`config.mk`:
```
export PLATFORM = sky130hd
export DESIGN_NAME = wave_meas
export DESIGN_NICKNAME = d
export VERILOG_FILES = /design/src/rtl/dds_pkg.sv /design/src/rtl/wave_xdet.sv /design/src/rtl/wave_meas.sv
export SDC_FILE = /design/constraint.sdc
export NUM_CORES = 1
export LEC_CHECK = 0
export ABC_AREA = 1
export CAP_MARGIN = 40
export CORE_AREA = 2 2 76 150
export CTS_CLUSTER_DIAMETER = 200
export CTS_CLUSTER_SIZE = 14
export DETAILED_ROUTE_END_ITERATION = 6
export DIE_AREA = 0 0 78 152
export PLACE_DENSITY = 0.76
export SLEW_MARGIN = 20
export SYNTH_ARGS = -nofsm -noshare
export SYNTH_HDL_FRONTEND = slang
export SYNTH_SLANG_ARGS = --single-unit
```
`constraint.sdc`:
```
create_clock -name clk -period 3 [get_ports clk]
set_clock_uncertainty 0.15 [all_clocks]
set_input_delay 0.3 -clock clk [delete_from_list [all_inputs] [get_ports clk]]
set_output_delay 0.3 -clock clk [all_outputs]
set_load 0.03 [all_outputs]
```
`src/rtl/dds_pkg.sv`:
```
// rtl/dds_pkg.sv - shared sample width, measurement FSM states and N decode
package dds_pkg;

    localparam int DDS_BITWIDTH = 10;

    typedef enum logic [1:0] {
        ST_IDLE = 2'd0,
        ST_SYNC = 2'd1,
        ST_MEAS = 2'd2,
        ST_DONE = 2'd3
    } meas_state_e;

    // Periods to measure: n_sel 0..3 selects 1, 2, 4 or 8
    function automatic logic [3:0] n_decode(input logic [1:0] n_sel);
        return 4'd1 << n_sel;
    endfunction

endpackage

```
`src/rtl/wave_xdet.sv`:
```
// rtl/wave_xdet.sv - hysteresis rising-crossing detector around midscale
module wave_xdet
    import dds_pkg::*;
#(
    parameter int BITWIDTH = DDS_BITWIDTH,
    parameter int HYST     = 8
) (
    input  logic [BITWIDTH-1:0] din_i,
    input  logic                din_valid_i,
    input  logic                lo_i,
    output logic                xing_o,
    output logic                lo_set_o
);

    localparam int MID = 1 << (BITWIDTH - 1);
    localparam logic [BITWIDTH-1:0] LO_TH = BITWIDTH'(MID - HYST);
    localparam logic [BITWIDTH-1:0] HI_TH = BITWIDTH'(MID + HYST);

    // A crossing needs a prior excursion below the low threshold, so noise
    // inside the band around midscale never fires.
    assign xing_o   = din_valid_i && lo_i && (din_i >= HI_TH);
    assign lo_set_o = din_valid_i && (din_i < LO_TH);

endmodule

```
`src/rtl/wave_meas.sv`:
```
// rtl/wave_meas.sv - period and peak measurement over N periods of a sampled wave
module wave_meas
    import dds_pkg::*;
#(
    parameter int BITWIDTH  = DDS_BITWIDTH,
    parameter int CNT_WIDTH = 20,
    parameter int HYST      = 8
) (
    input  logic                 clk,
    input  logic                 rstn,
    input  logic                 meas_ena,
    input  logic [1:0]           n_sel,
    input  logic                 din_valid,
    input  logic [BITWIDTH-1:0]  din,
    input  logic                 res_ready,
    output logic                 res_valid,
    output logic [CNT_WIDTH-1:0] period_cnt,
    output logic [BITWIDTH-1:0]  peak_max,
    output logic [BITWIDTH-1:0]  peak_min,
    output logic                 ovf,
    output logic                 busy
);

    meas_state_e          state_q;
    logic [3:0]           n_q;
    logic [3:0]           xcnt_q;
    logic [CNT_WIDTH-1:0] cnt_q;
    logic                 lo_q;
    logic [BITWIDTH-1:0]  trk_max_q;
    logic [BITWIDTH-1:0]  trk_min_q;
    logic                 res_valid_q;
    logic                 busy_q;
    logic                 ovf_q;
    logic [CNT_WIDTH-1:0] period_q;
    logic [BITWIDTH-1:0]  pmax_q;
    logic [BITWIDTH-1:0]  pmin_q;

    logic                 xing;
    logic                 lo_set;
    logic                 lo_d;
    logic [CNT_WIDTH-1:0] cnt_d;
    logic                 cnt_sat;
    logic                 last_xing;
    logic [BITWIDTH-1:0]  trk_max_d;
    logic [BITWIDTH-1:0]  trk_min_d;

    wave_xdet #(
        .BITWIDTH(BITWIDTH),
        .HYST    (HYST)
    ) u_xdet (
        .din_i      (din),
        .din_valid_i(din_valid),
        .lo_i       (lo_q),
        .xing_o     (xing),
        .lo_set_o   (lo_set)
    );

    // Next values of the per-sample trackers; only committed on valid samples
    always_comb begin
        lo_d      = xing ? 1'b0 : (lo_set ? 1'b1 : lo_q);
        cnt_d     = cnt_q + CNT_WIDTH'(1);
        cnt_sat   = (cnt_d == {CNT_WIDTH{1'b1}});
        last_xing = xing && ((xcnt_q + 4'd1) == n_q);
        trk_max_d = (din > trk_max_q) ? din : trk_max_q;
        trk_min_d = (din < trk_min_q) ? din : trk_min_q;
    end

    // Measurement FSM with registered result, status and tracking state
    always_ff @(posedge clk or negedge rstn) begin
        if (!rstn) begin
            state_q     <= ST_IDLE;
            n_q         <= 4'd1;
            xcnt_q      <= '0;
            cnt_q       <= '0;
            lo_q        <= 1'b0;
            trk_max_q   <= '0;
            trk_min_q   <= '1;
            res_valid_q <= 1'b0;
            busy_q      <= 1'b0;
            ovf_q       <= 1'b0;
            period_q    <= '0;
            pmax_q      <= '0;
            pmin_q      <= '0;
        end else if (!meas_ena) begin
            // Abort from any state; the last result stays on the outputs
            state_q     <= ST_IDLE;
            res_valid_q <= 1'b0;
            busy_q      <= 1'b0;
        end else begin
            case (state_q)
                ST_IDLE: begin
                    state_q   <= ST_SYNC;
                    busy_q    <= 1'b1;
                    n_q       <= n_decode(n_sel);
                    cnt_q     <= '0;
                    xcnt_q    <= '0;
                    lo_q      <= 1'b0;
                    trk_max_q <= '0;
                    trk_min_q <= '1;
                end
                ST_SYNC: begin
                    if (din_valid) begin
                        lo_q <= lo_d;
                        if (xing) begin
                            // Window starts after the aligning crossing
                            state_q   <= ST_MEAS;
                            cnt_q     <= '0;
                            xcnt_q    <= '0;
                            trk_max_q <= '0;
                            trk_min_q <= '1;
                        end else begin
                            cnt_q <= cnt_d;
                            if (cnt_sat) begin
                                state_q     <= ST_DONE;
                                busy_q      <= 1'b0;
                                res_valid_q <= 1'b1;
                                ovf_q       <= 1'b1;
                                period_q    <= '1;
                                pmax_q      <= trk_max_q;
                                pmin_q      <= trk_min_q;
                            end
                        end
                    end
                end
                ST_MEAS: begin
                    if (din_valid) begin
                        lo_q      <= lo_d;
                        cnt_q     <= cnt_d;
                        trk_max_q <= trk_max_d;
                        trk_min_q <= trk_min_d;
                        if (xing) begin
                            xcnt_q <= xcnt_q + 4'd1;
                        end
                        // The closing crossing takes priority over saturation
                        if (last_xing || cnt_sat) begin
                            state_q     <= ST_DONE;
                            busy_q      <= 1'b0;
                            res_valid_q <= 1'b1;
                            ovf_q       <= !last_xing;
                            period_q    <= last_xing ? cnt_d : '1;
                            pmax_q      <= trk_max_d;
                            pmin_q      <= trk_min_d;
                        end
                    end
                end
                ST_DONE: begin
                    if (res_ready) begin
                        // Consumer took the result; rearm straight into SYNC
                        state_q     <= ST_SYNC;
                        res_valid_q <= 1'b0;
                        busy_q      <= 1'b1;
                        n_q         <= n_decode(n_sel);
                        cnt_q       <= '0;
                        xcnt_q      <= '0;
                        lo_q        <= 1'b0;
                        trk_max_q   <= '0;
                        trk_min_q   <= '1;
                    end
                end
                default: begin
                    state_q <= ST_IDLE;
                    busy_q  <= 1'b0;
                end
            endcase
        end
    end

    assign res_valid  = res_valid_q;
    assign busy       = busy_q;
    assign ovf        = ovf_q;
    assign period_cnt = period_q;
    assign peak_max   = pmax_q;
    assign peak_min   = pmin_q;

endmodule

```
==> flow_summary.yaml <==
synth:
  ys_seq_area_share_pct: 41.1
  ys_ff_latch: 94
  synthesis.area_sq_um: 5750
  syn_avg_cell_area_sq_um: 7.13
  synth.yosys.warnings: 0
  synth_top_area_share_pct: 36.1
  synth.area.top_cells: "dfrtp_1 36%, nand2_1 14%, inv_1 6.7%"
  synth_nets: 850
  synth_cell_types: 34
  post-synth-top-area-cell: "dfrtp_1"
  syn_inst: 807
timing:
  finalCriticalPeriod_ns: 2.78
  drv_slew: 0
  tightest_slew_ns: 0.693
  setup_violations: 0
  rsz0062_at_grt: "no"
  fin_crit_sh_pct: 92.8
  finalHoldViolCount: 0
  max_freq_ghz: 0.359
  fin_setup_tns_ns: 0
  relSlewSlack_pct: 53.8
placed_design:
  port_buffers: 59
  dpl.hpwl_mm: 12.5
  routabilityCongestion: 0.977
route:
  ant_nets: 0
  first_pass_iters: 5
  wl_mm: 16.6
  wire_per_inst_um: 16.2
  vias: 5691
  drcViolationCount: 0
  viasPerCell: 5.56
  first_iter_violations: 335
floorplanning:
  initial_core_util_pct: 53.2
  rows: 54
  die_w_um: 78
  fp.dieH_um: 152
  dieArea_sq_um: 11900
  fp.coreArea_sq_um: 10800
  io_pins: 60
setup_path:
  path_buf_inv: 1
  cp.required_ns: 3.08
  endpoint_kind: "flip-flop"
  cp_max_fo: 5
  cp.arrival_ns: 2.86
  crit_chain: "ha_1 -> nand2_1 -> nor2_2 -> nand2_1 -> nor2_1 -> nor2_1 -> nor2_1 -> inv_1 -> nor2_1 -> nand3_1 -> a21boi_1 -> nand2_1 -> nand2_1 -> o21ai_1"
  max_stage_delay_ns: 0.42
  cp_slowest_cell: "dfrtp_1"
  cp_top_family: "simple AND/OR/NAND/NOR gates"
  cp-start-kind: "flip-flop"
  critPathKind: "reg -> reg"
cells_and_area:
  n_antenna_cell: 0
  area_growth_pct: 21.9
  final_util_pct: 64.8
  nets: 921
  drive_gt1_share_pct: 8.49
  final_common_cell: "nand2_1"
  mostFrequentLayoutCells: "212 x nand2_1, 103 x inv_1, 100 x nor2_1"
outcome:
  status: "finished clean"
cts:
  clkTransAtPathRegs_ns: 0.07
  cts_tree: "yes"
  cts_buffers: 9
  cts_root_buf: "clkbuf_16"
  clk_latency_ns: 0.34
  h-tree-depth: 3
  cts.sinks: 94
  cts_buffer_depth: 2
  ctsResizeCount: 0
power_and_ir_drop:
  power.density_nw_per_um2: 976
  leakage_nw: 3.30
  p_total_mw: 6.84
  peakVddDrop_v: 0.000640
grt:
  grt_usage_pct: 29.2
  grt_max_degree: 50
  grt_pass1_wl_mm: 27.3
  grt_pass1_vias: 5800
  antenna_found_initial: 0
  grt-ovfl-total: 0
min_path:
  hold_path.class: "reg -> reg"
job:
  max_cap_viol_count: 0
==> power by group <==
group | total, mW | leakage, nW | internal (mW) | switching [mW]
Sequential | 2.04 | 1.17 | 1.78 | 0.257
Combinational | 3.53 | 1.97 | 1.30 | 2.23
Clock | 1.27 | 0.163 | 0.744 | 0.522
Total | 6.84 | 3.30 | 3.83 | 3.01
==> registers in the layout (all words and copies together) (netlist names), 2 cells and up <==
signal      cells
cnt_q          20
period_cnt     20
peak_max       10
peak_min       10
trk_max_q      10
trk_min_q      10
n_q             4
xcnt_q          4
state_q         2
==> final timing paths <==
path                                             from                    endpoint  slack (ns)  depth (start not counted)
hold reg to reg            period_cnt[14]$_DFFE_PN0P_  period_cnt[14]$_DFFE_PN0P_        0.32                          2
hold / removal             period_cnt[14]$_DFFE_PN0P_  period_cnt[14]$_DFFE_PN0P_        0.32                          2
setup / recovery                 cnt_q[1]$_DFFE_PN0P_      state_q[1]$_DFFE_PN0P_        0.22                         14
setup reg to reg                 cnt_q[1]$_DFFE_PN0P_      state_q[1]$_DFFE_PN0P_        0.22                         14
max in group asynchronous                        rstn  period_cnt[13]$_DFFE_PN0P_        1.61                          3
min in group asynchronous                        rstn     peak_min[7]$_DFFE_PN0P_        0.40                          2
==> kinds of logic after synthesis <==
group,count (synthesis),share of synthesized area [%]
buffers and inverters,139,9.23
and+or+nand+nor,433,32.4
AOI/OAI and AO/OA,107,10.4
muxes,1,0.174
DFF,94,41.1
xor gates and xnor gates,7,1.07
adders and majority gates,26,5.66
==> synth_stat cells <==
master and number:
a211oi_1 2, a21boi_0 1, a21boi_1 1, a21oi_1 18
a31o_2 1, buf_1 1, buf_2 7, clkbuf_1 23
clkinv_1 2, dfrtp_1 83, dfstp_2 11, ha_1 26
inv_1 103, inv_2 3, mux2i_1 1, nand2_1 212
nand2_2 3, nand3_1 60, nand3_4 1, nand4_1 44
nor2_1 100, nor2_2 4, nor2_4 1, nor3_1 6
nor4_1 1, o211ai_1 3, o21a_1 1, o21ai_0 56
o21ai_1 3, o21ai_4 1, o22ai_1 20, or2_2 1
xnor2_1 2, xor2_1 5
==> layout make-up <==
type                    count  area, sq um
inverters                 108          405
fillers                   982         3800
multi-input cells         574         2870
repair buffers             91          868
flip-flops and latches     94         2370
clock buffers               9          225
well taps                 140          175
clock inverters             7          103
==> metal layers <==
metal	wire length, um	global-route usage [%]	vias to the layer above
li1	-	-	2758
met1	5880	29.9	2680
met2	9010	53.6	189
met3	548	3.62	64
met4	1140	19.6	0
met5	0	0	-
==> worst reg2reg max path, stage by stage (launching register included) <==
cell	delay, ns
dfrtp_1	0.42
ha_1	0.23
nand2_1	0.10
nor2_2	0.14
nand2_1	0.14
nor2_1	0.14
nor2_1	0.05
nor2_1	0.24
inv_1	0.20
nor2_1	0.21
nand3_1	0.12
a21boi_1	0.22
nand2_1	0.15
nand2_1	0.09
o21ai_1	0.07
==> metrics by stage <==
stage	hold slack [ns]	cells	setup WS [ns]	cell area [sq um]
after floorplan	-0.146	807	0.627	5750
after global placement	0.227	1005	0.207	6650
after detailed placement	0.234	1005	0.175	6650
after CTS	0.324	1022	0.211	6990
after global routing	0.340	1023	0.00985	7010
final	0.322	1023	0.216	7010
==> what timing repair did <==
action | in CTS | in global routing
endpoints found under the hold margin | 37 | 0
setup buffers | 0 | 1
endpoints found under the setup margin | 0 | 16
hold buffers | 1 | 0
Power figures use the tool's default switching activity.
